--- config.mk ---
export PLATFORM = sky130hd
export DESIGN_NAME = game_timer_ctrl
export DESIGN_NICKNAME = d
export VERILOG_FILES = /design/src/rtl/game_timer_pkg.sv /design/src/rtl/game_timer_ctrl_tick_divider.sv /design/src/rtl/game_timer_ctrl.sv
export SDC_FILE = /design/constraint.sdc
export NUM_CORES = 1
export LEC_CHECK = 0
export BUFFER_PORTS_ARGS = -buffer_cell sky130_fd_sc_hd__buf_2
export CORE_MARGIN = 1
export CORE_UTILIZATION = 30
export DETAILED_ROUTE_END_ITERATION = 8
export PLACE_DENSITY_LB_ADDON = 0.2
export SYNTH_ARGS = -nofsm -noshare
export SYNTH_HDL_FRONTEND = slang
export SYNTH_SLANG_ARGS = --single-unit
--- constraint.sdc ---
create_clock -name clk -period 5.4 [get_ports clk]
set_input_delay 1.08 -clock clk [delete_from_list [all_inputs] [get_ports clk]]
set_output_delay 1.08 -clock clk [all_outputs]
set_load 0.02 [all_outputs]
--- src/rtl/game_timer_pkg.sv ---
// Shared types and constants for the Bricks round timer.
package game_timer_pkg;

  typedef enum logic [2:0] {
    IDLE      = 3'd0,
    COUNTDOWN = 3'd1,
    PLAY      = 3'd2,
    PAUSED    = 3'd3,
    WON       = 3'd4,
    LOST      = 3'd5
  } state_t;

  localparam int unsigned SEC_W_DEFAULT = 8;
  localparam int unsigned TENTHS        = 10;
  localparam int unsigned TENTH_W       = $clog2(TENTHS);

endpackage

--- src/rtl/game_timer_ctrl_tick_divider.sv ---
// Mod-10 tenth counter: turns turbo ticks back into whole game seconds.
module tick_divider
  import game_timer_pkg::*;
(
  input  logic clk,
  input  logic reset,
  input  logic clear,
  input  logic enable,
  output logic wrap
);

  localparam logic [TENTH_W-1:0] LAST = TENTH_W'(TENTHS - 1);

  logic [TENTH_W-1:0] tenth_q;
  logic [TENTH_W-1:0] tenth_d;

  // wrap reflects the tick being counted now, even if clear also fires this cycle
  assign wrap = enable && (tenth_q == LAST);

  always_comb begin
    tenth_d = tenth_q;
    if (clear) begin
      tenth_d = '0;
    end else if (enable) begin
      tenth_d = (tenth_q == LAST) ? '0 : tenth_q + TENTH_W'(1);
    end
  end

  always_ff @(posedge clk) begin
    if (reset) begin
      tenth_q <= '0;
    end else begin
      tenth_q <= tenth_d;
    end
  end

endmodule

--- src/rtl/game_timer_ctrl.sv ---
// Round sequencer for Bricks: states, seconds-left clock, counter restart and turbo control.
module game_timer_ctrl
  import game_timer_pkg::*;
#(
  parameter int unsigned SEC_W             = SEC_W_DEFAULT,
  parameter int unsigned GAME_SECONDS      = 90,
  parameter int unsigned COUNTDOWN_SECONDS = 3,
  parameter int unsigned WARN_SECONDS      = 10,
  parameter int unsigned BONUS_SECONDS     = 10,
  parameter int unsigned MAX_SECONDS       = 255
) (
  input  logic             clk,
  input  logic             reset,
  input  logic             start_game,
  input  logic             pause_toggle,
  input  logic             add_bonus,
  input  logic             level_cleared,
  input  logic             lives_zero,
  input  logic             one_sec,
  output logic             timer_startN,
  output logic             turbo,
  output state_t           state,
  output logic [SEC_W-1:0] seconds_left,
  output logic             time_up,
  output logic             game_active
);

  localparam logic [SEC_W-1:0] GAME_S = SEC_W'(GAME_SECONDS);
  localparam logic [SEC_W-1:0] CD_S   = SEC_W'(COUNTDOWN_SECONDS);
  localparam logic [SEC_W-1:0] WARN_S = SEC_W'(WARN_SECONDS);
  localparam logic [SEC_W-1:0] MAX_S  = SEC_W'(MAX_SECONDS);
  localparam logic [SEC_W-1:0] ONE_S  = SEC_W'(1);

  state_t           state_q, state_d;
  logic [SEC_W-1:0] seconds_q, seconds_d;
  logic             timer_startn_q, timer_startn_d;
  logic             mask_dly_q, mask_dly_d;
  logic             turbo_q, turbo_d;
  logic             time_up_q, time_up_d;
  logic             game_active_q, game_active_d;

  logic             tick_mask;
  logic             tick_ok;
  logic             tick_wrap;
  logic             second_evt;
  logic             restart;
  logic             tenth_clr;
  logic [SEC_W-1:0] sec_dec;
  logic [SEC_W-1:0] bonus_base;
  logic [SEC_W-1:0] sec_bonus;
  logic [31:0]      bonus_sum;

  // The counter emits a spurious pulse after restart: mask the pulse cycle and the one after.
  assign tick_mask  = !timer_startn_q || mask_dly_q;
  assign tick_ok    = one_sec && !tick_mask;
  assign second_evt = turbo_q ? tick_wrap : tick_ok;

  tick_divider u_tick_divider (
    .clk    (clk),
    .reset  (reset),
    .clear  (tenth_clr),
    .enable (tick_ok && turbo_q),
    .wrap   (tick_wrap)
  );

  always_comb begin
    sec_dec    = (second_evt && (seconds_q != '0)) ? seconds_q - ONE_S : seconds_q;
    bonus_base = (state_q == PLAY) ? sec_dec : seconds_q;
    bonus_sum  = 32'(bonus_base) + BONUS_SECONDS;
    sec_bonus  = (bonus_sum > MAX_SECONDS) ? MAX_S : SEC_W'(bonus_sum);
  end

  always_comb begin
    state_d   = state_q;
    seconds_d = seconds_q;
    restart   = 1'b0;
    time_up_d = 1'b0;

    case (state_q)
      IDLE, WON, LOST: begin
        if (start_game) begin
          state_d   = COUNTDOWN;
          seconds_d = CD_S;
          restart   = 1'b1;
        end
      end

      COUNTDOWN: begin
        if (second_evt) begin
          if (seconds_q == ONE_S) begin
            state_d   = PLAY;
            seconds_d = GAME_S;
            restart   = 1'b1;
          end else begin
            seconds_d = sec_dec;
          end
        end
      end

      PLAY: begin
        if (lives_zero) begin
          state_d = LOST;
        end else if (level_cleared) begin
          state_d = WON;
        end else begin
          seconds_d = add_bonus ? sec_bonus : sec_dec;
          // a bonus landing on the final second rescues the round
          if (!add_bonus && second_evt && (sec_dec == '0)) begin
            state_d   = LOST;
            time_up_d = 1'b1;
          end else if (pause_toggle) begin
            state_d = PAUSED;
          end
        end
      end

      PAUSED: begin
        if (lives_zero) begin
          state_d = LOST;
        end else begin
          if (add_bonus) begin
            seconds_d = sec_bonus;
          end
          if (pause_toggle) begin
            state_d = PLAY;
            restart = 1'b1;
          end
        end
      end

      default: begin
        state_d = IDLE;
      end
    endcase

    turbo_d        = (state_d == PLAY) && (seconds_d <= WARN_S);
    tenth_clr      = restart || (turbo_q && !turbo_d);
    timer_startn_d = !restart;
    mask_dly_d     = !timer_startn_q;
    game_active_d  = (state_d == PLAY);
  end

  always_ff @(posedge clk) begin
    if (reset) begin
      state_q        <= IDLE;
      seconds_q      <= '0;
      timer_startn_q <= 1'b1;
      mask_dly_q     <= 1'b0;
      turbo_q        <= 1'b0;
      time_up_q      <= 1'b0;
      game_active_q  <= 1'b0;
    end else begin
      state_q        <= state_d;
      seconds_q      <= seconds_d;
      timer_startn_q <= timer_startn_d;
      mask_dly_q     <= mask_dly_d;
      turbo_q        <= turbo_d;
      time_up_q      <= time_up_d;
      game_active_q  <= game_active_d;
    end
  end

  assign state        = state_q;
  assign seconds_left = seconds_q;
  assign timer_startN = timer_startn_q;
  assign turbo        = turbo_q;
  assign time_up      = time_up_q;
  assign game_active  = game_active_q;

endmodule

Yosys cells after proc, flatten, opt, wreduce, memory -nomap -nowiden
Cells that the tools add are included.
{"block": "word_totals", "inputBits": 8, "wordCells": 74, "reg_bits": 20, "output_inout_bits": 15}
{"block": "classes", "n_bitwise": 1, "n_lt_le_gt_ge": 2, "muxes": 31, "eq_ne": 8, "addsub": 3, "reduce_logical": 21}
{"operator": "$mux W8", "n": 11}
{"operator": "$pmux W8 S4", "n": 1}
{"operator": "$mux W3", "n": 9}
{"operator": "$pmux W3 S4", "n": 1}
{"operator": "$add A8 B4 Y9 const B", "n": 1}
{"operator": "$eq A3 B2 Y1 const B", "n": 3}
{"operator": "$gt A9 B8 Y1 const B", "n": 1}
{"operator": "$eq A8 B1 Y1 const B", "n": 1}
{"operator": "$le A8 B4 Y1 const B", "n": 1}
{"operator": "$logic_and A1 B1 Y1", "n": 8}
{"operator": "$logic_not A8 Y1", "n": 1}
{"operator": "$reduce_bool A8 Y1", "n": 1}
{"operator": "$sub A8 B1 Y8 const B", "n": 1}
{"operator": "$mux W1", "n": 7}
{"operator": "$eq A3 B3 Y1 const B", "n": 2}
{"operator": "$logic_not A1 Y1", "n": 5}
{"operator": "$add A4 B1 Y4 const B", "n": 1}
{"operator": "$eq A4 B4 Y1 const B", "n": 1}
{"operator": "$mux W4", "n": 1}
{"operator": "$reduce_or A4 Y1", "n": 1}
{"operator": "$eq A3 B1 Y1 const B", "n": 1}
{"operator": "$logic_not A3 Y1", "n": 1}
{"operator": "$pmux W1 S3", "n": 1}
{"operator": "$reduce_or A3 Y1", "n": 1}
{"operator": "3 further kinds", "n": 4}

Logic depth before layout (Yosys ltp)
{"block": "depth", "depth_word": 23, "ltp_mapped": 18, "mapped_depth_nobuf": 16}

Cells and area by module
A second synthesis with hierarchy kept.
{"block": "hier_totals", "hier_cells": 351, "hier_area_um2": 2638.8}
{"module": "game_timer_ctrl", "area_per_inst_um2": 2449.8, "instances": 1, "cells_per_inst": 331}
{"module": "tick_divider", "area_per_inst_um2": 188.9, "instances": 1, "cells_per_inst": 20}

Least setup slack after synthesis
No wires, ideal clock.
{"block": "synth_timing", "path_kind": "register -> register", "start": "register seconds_q[1], in the netlist seconds_left[1]", "end": "register u_tick_divider.tenth_q[3]", "arrival_time_ps": 4008, "synth_period_minus_slack_ps": 4139, "required_time_ps": 5270, "setup_slack_ps": 1261, "n_path_buf": 2, "stages_incl_launch_ff": 19, "cell_sequence": "dfxtp_1 clkbuf_1 inv_1 ha_1 or3b_2 nor2_1 buf_2 nor3_1 nor2_1 inv_1 ha_1 a311oi_1 or4b_2 a311oi_1 nand2_1 a21oi_1 o31ai_1 a31oi_1 a22oi_1"}
{"block": "synth_via", "elab_chain_len": 17, "word_cells_on_any_way": 36, "classes_between": "2 x add/sub; 2 x order compare; 2 x eq/ne; 21 x mux; 9 x reduce/logical"}
{"element": "start: declaration", "line": "game_timer_ctrl.sv:35", "rtl": "logic [SEC_W-1:0] seconds_q, seconds_d;"}
{"element": "start signal: assignment", "line": "game_timer_ctrl.sv:154", "rtl": "seconds_q <= seconds_d;"}
{"element": "parallel branches: the longest is 15 deep, another holds $add A8 B4 Y9"}
{"element": "$logic_or A1 B1 Y1 *", "line": "game_timer_ctrl.sv:137", "rtl": "tenth_clr = restart || (turbo_q && !turbo_d);"}
{"element": "$reduce_or A2 Y1 (no line) *"}
{"element": "end signal: assignment", "line": "game_timer_ctrl_tick_divider.sv:33", "rtl": "tenth_q <= tenth_d;"}
{"element": "end: declaration", "line": "game_timer_ctrl_tick_divider.sv:14", "rtl": "logic [TENTH_W-1:0] tenth_q;"}
Mark *: on every way between the ends.
A chain may end at the register's enable or synchronous reset.

Worst setup path after layout
Same ends and word-level chain as after synthesis.

==> impl_metrics.csv <==
group,metric,value,unit
floorplanning,start_util,0.312,
critical_path,worstPathArrival,5.03,ns
routing,vias,3389,
timing,slew_viol_final,0,
synth,syn-num-nets,416,
global_routing,grt_max_degree,24,
critical_path,setup.worst_path.class,"flop to flop",
routing,wirelength,11100,um
synth,synth_ff_type,"dfxtp_1",
timing,finalSetupViolations,0,
power,worst_ir_drop_vdd,90.9,uV
floorplanning,core,8810,um^2
power,p_leak,1.09,nW
finish,fillers,955,
timing,min_period,4.89,ns
routing,wl_per_cell,21.3,um
synth,synthTopCellsByArea,"dfxtp_1, o21ai_0, a21oi_1, nor2_1, nand2_1",
floorplanning,die_h,97.7,um
finish,finalNonFillerCells,518,
timing,finalCritPeriodShare,0.906,
placed_design,gp_congestion,0.938,
floorplanning,die_area,9540,um^2
power,p_per_area,170,nW/um^2
clock_network,cts_tree,"done",
synth,synth_cell_types,73,
floorplanning,ios,23,
floorplanning,rows,34,
clock_network,ctsHoldBuffers,0,
synth,yosys_warnings,0,
status,status,"finished with violations",
timing,finalClockSkew,0.00149,ns
clock_network,cts_buffer_depth,2,
placed_design,io_buffers,22,
synth,syn_area,2750,um^2
critical_path,critPathTopFamily,"simple AND/OR/NAND/NOR gates",
routing,dr.pass1.iters,7,
timing,tns,0,ns
synth,synth_area_leader_cell,"dfxtp_1",
timing,hold_violations,0,
clock_network,root_buffer,"clkbuf_8",
flow_run,maxCapViolCount,0,
synth,synth_top_area_share,0.146,
critical_path,crit_chain,"inv_1 > ha_1 > or3b_2 > nor2_1 > nor3_1 > nor2_1 > inv_1 > ha_1 > a311oi_1 > or4b_2 > a311oi_1 > nand2_1 > a21oi_1 > o31ai_1 > a31oi_1 > a22oi_1",
status,violations,"DRC",
routing,ant_nets,0,
timing,slew_headroom,0.422,
critical_path,end_kind,"flop",
clock_network,h-tree-depth,1,
clock_network,clk_latency,0.26,ns
routing,viasPerCell,6.54,
critical_path,path_max_fanout,12,
critical_path,reg2reg_depth,16,
clock_network,cts.sinks,20,
synth,syn_avg_cell_area,6.81,um^2
global_routing,grt_pass1_vias,3170,
finish,areaGrowthSynthToFinish,9.16,%
timing,rsz0062_at_grt,"false",
routing,drtIter0Drc,431,
min_path,hold_path_depth,1,
finish,diodes,0,
clock_network,post_cts_buffers,0,
critical_path,critical_path.slowest_cell,"nor2_1",
finish,final_nets,424,
synth,syn_inst,403,
synth,synth_seq_cells,20,
global_routing,grt_pass1_wl,17600,um
critical_path,max_stage_delay,0.67,ns
synth,ys_seq_area_frac,0.146,
critical_path,cp.depth,16,
timing,worstMarginPinSlew,0.862,ns
clock_network,cts_resized,0,
min_path,hp-class,"flop to flop",
synth,synth_edf_count,0,
critical_path,path_buf_inv,2,
critical_path,critical_path_required,5.54,ns
global_routing,grt_antenna_before_repair,0,
placed_design,dp_hpwl,8260,um
timing,max_freq,204,MHz
critical_path,start_kind,"flop",
finish,final_util,0.340,
global_routing,grt_overflow,0,
global_routing,grt.total_usage,0.232,
floorplanning,die_x,97.7,um
synth,async_flop_share,0,
timing,hold_ws,0.456,ns
clock_network,clkTransAtPathRegs,0.07,ns
clock_network,cts_made_buffers,3,
finish,drive_gt1_frac,0.132,
routing,remaining_drc_errors,4,
placed_design,dp_cells,514,
-- worst paths after layout --
| path | from | end | slack (ns) |
|---|---|---|---|
| max | seconds_left[1]$_SDFF_PP0_ | u_tick_divider.tenth_q[3]$_SDFFE_PP0P_ | 0.51 |
| min | timer_startN$_SDFF_PP1_ | mask_dly_q$_SDFF_PP0_ | 0.46 |
| max reg2reg | seconds_left[1]$_SDFF_PP0_ | u_tick_divider.tenth_q[3]$_SDFFE_PP0P_ | 0.51 |
| min reg2reg | timer_startN$_SDFF_PP1_ | mask_dly_q$_SDFF_PP0_ | 0.46 |
-- layout make-up --
class,instances,area [um^2],area share
clock buffers,4,55.1,0.0184
inverters,15,56.3,0.0188
multi-input cells,337,2150,0.717
flip-flops and latches,20,400,0.134
well taps,108,135,0.0451
repair buffers,34,200,0.0668
-- routing by layer --
metal / part of all wire / up-vias / GRT usage
met5: 0 / - / 0
met4: 0.025 / 0 / 0.0816
met3: 0.084 / 24 / 0.0259
met2: 0.44 / 185 / 0.357
met1: 0.45 / 1613 / 0.332
li1: - / 1567 / -
-- registers in the layout (all words and copies together), names as in the netlist --
name and count:
timer_startN 1, time_up 1, seconds_left 8, state 3, u_tick_divider.tenth_q 4, mask_dly_q 1, game_active 1, turbo 1
-- cells in the mapped netlist (6+ instances only) --
master and n:
nand2_1 30, nor3_1 21, nand3_1 14, nor2_1 37
nand4_1 10, clkbuf_1 23, a21oi_1 33, inv_1 14
buf_2 6, o21ai_0 34, o31ai_1 7, a211oi_1 6
dfxtp_1 20, a31oi_1 12, and2_1 7
-- placed cells by master (no fill, tap or decap), drive strengths merged, types with 8 or more instances in the layout --
| cell | n |
|---|---|
| dfxtp | 20 |
| nor2 | 38 |
| nand4 | 10 |
| a21oi | 33 |
| inv | 14 |
| nand3 | 15 |
| nor3 | 21 |
| a31oi | 12 |
| nor4 | 8 |
| o21ai | 37 |
| buf | 34 |
| nand2 | 30 |
-- stage by stage --
step | setup WS, ns | power, mW | cell area [um^2]
2_1_floorplan | 1.26 | 0.324 | 2750
3_3_place_gp | 0.867 | 0.392 | 2940
3_5_place_dp | 0.629 | 0.390 | 2940
4_1_cts | 0.613 | 0.504 | 3000
5_1_grt | 0.170 | 0.537 | 3000
6_report | 0.508 | 0.510 | 3000
-- cells by family after synthesis --
logic type | count (synthesis) | share of synthesized area
AOI/OAI and AO/OA | 149 | 0.367
and+or+nand+nor | 170 | 0.348
buffers and inverters | 46 | 0.0711
DFF | 20 | 0.146
adders and majority gates | 5 | 0.0228
xor gates and xnor gates | 8 | 0.0255
muxes | 5 | 0.0205
-- where the power goes --
group	internal [mW]	leakage, nW	switching (mW)
clock network	0.0649	0.0288	0.0494
logic	0.0709	0.899	0.164
registers	0.152	0.162	0.00893
total	0.288	1.09	0.223
No activity file was read; power rests on OpenSTA's default activity.
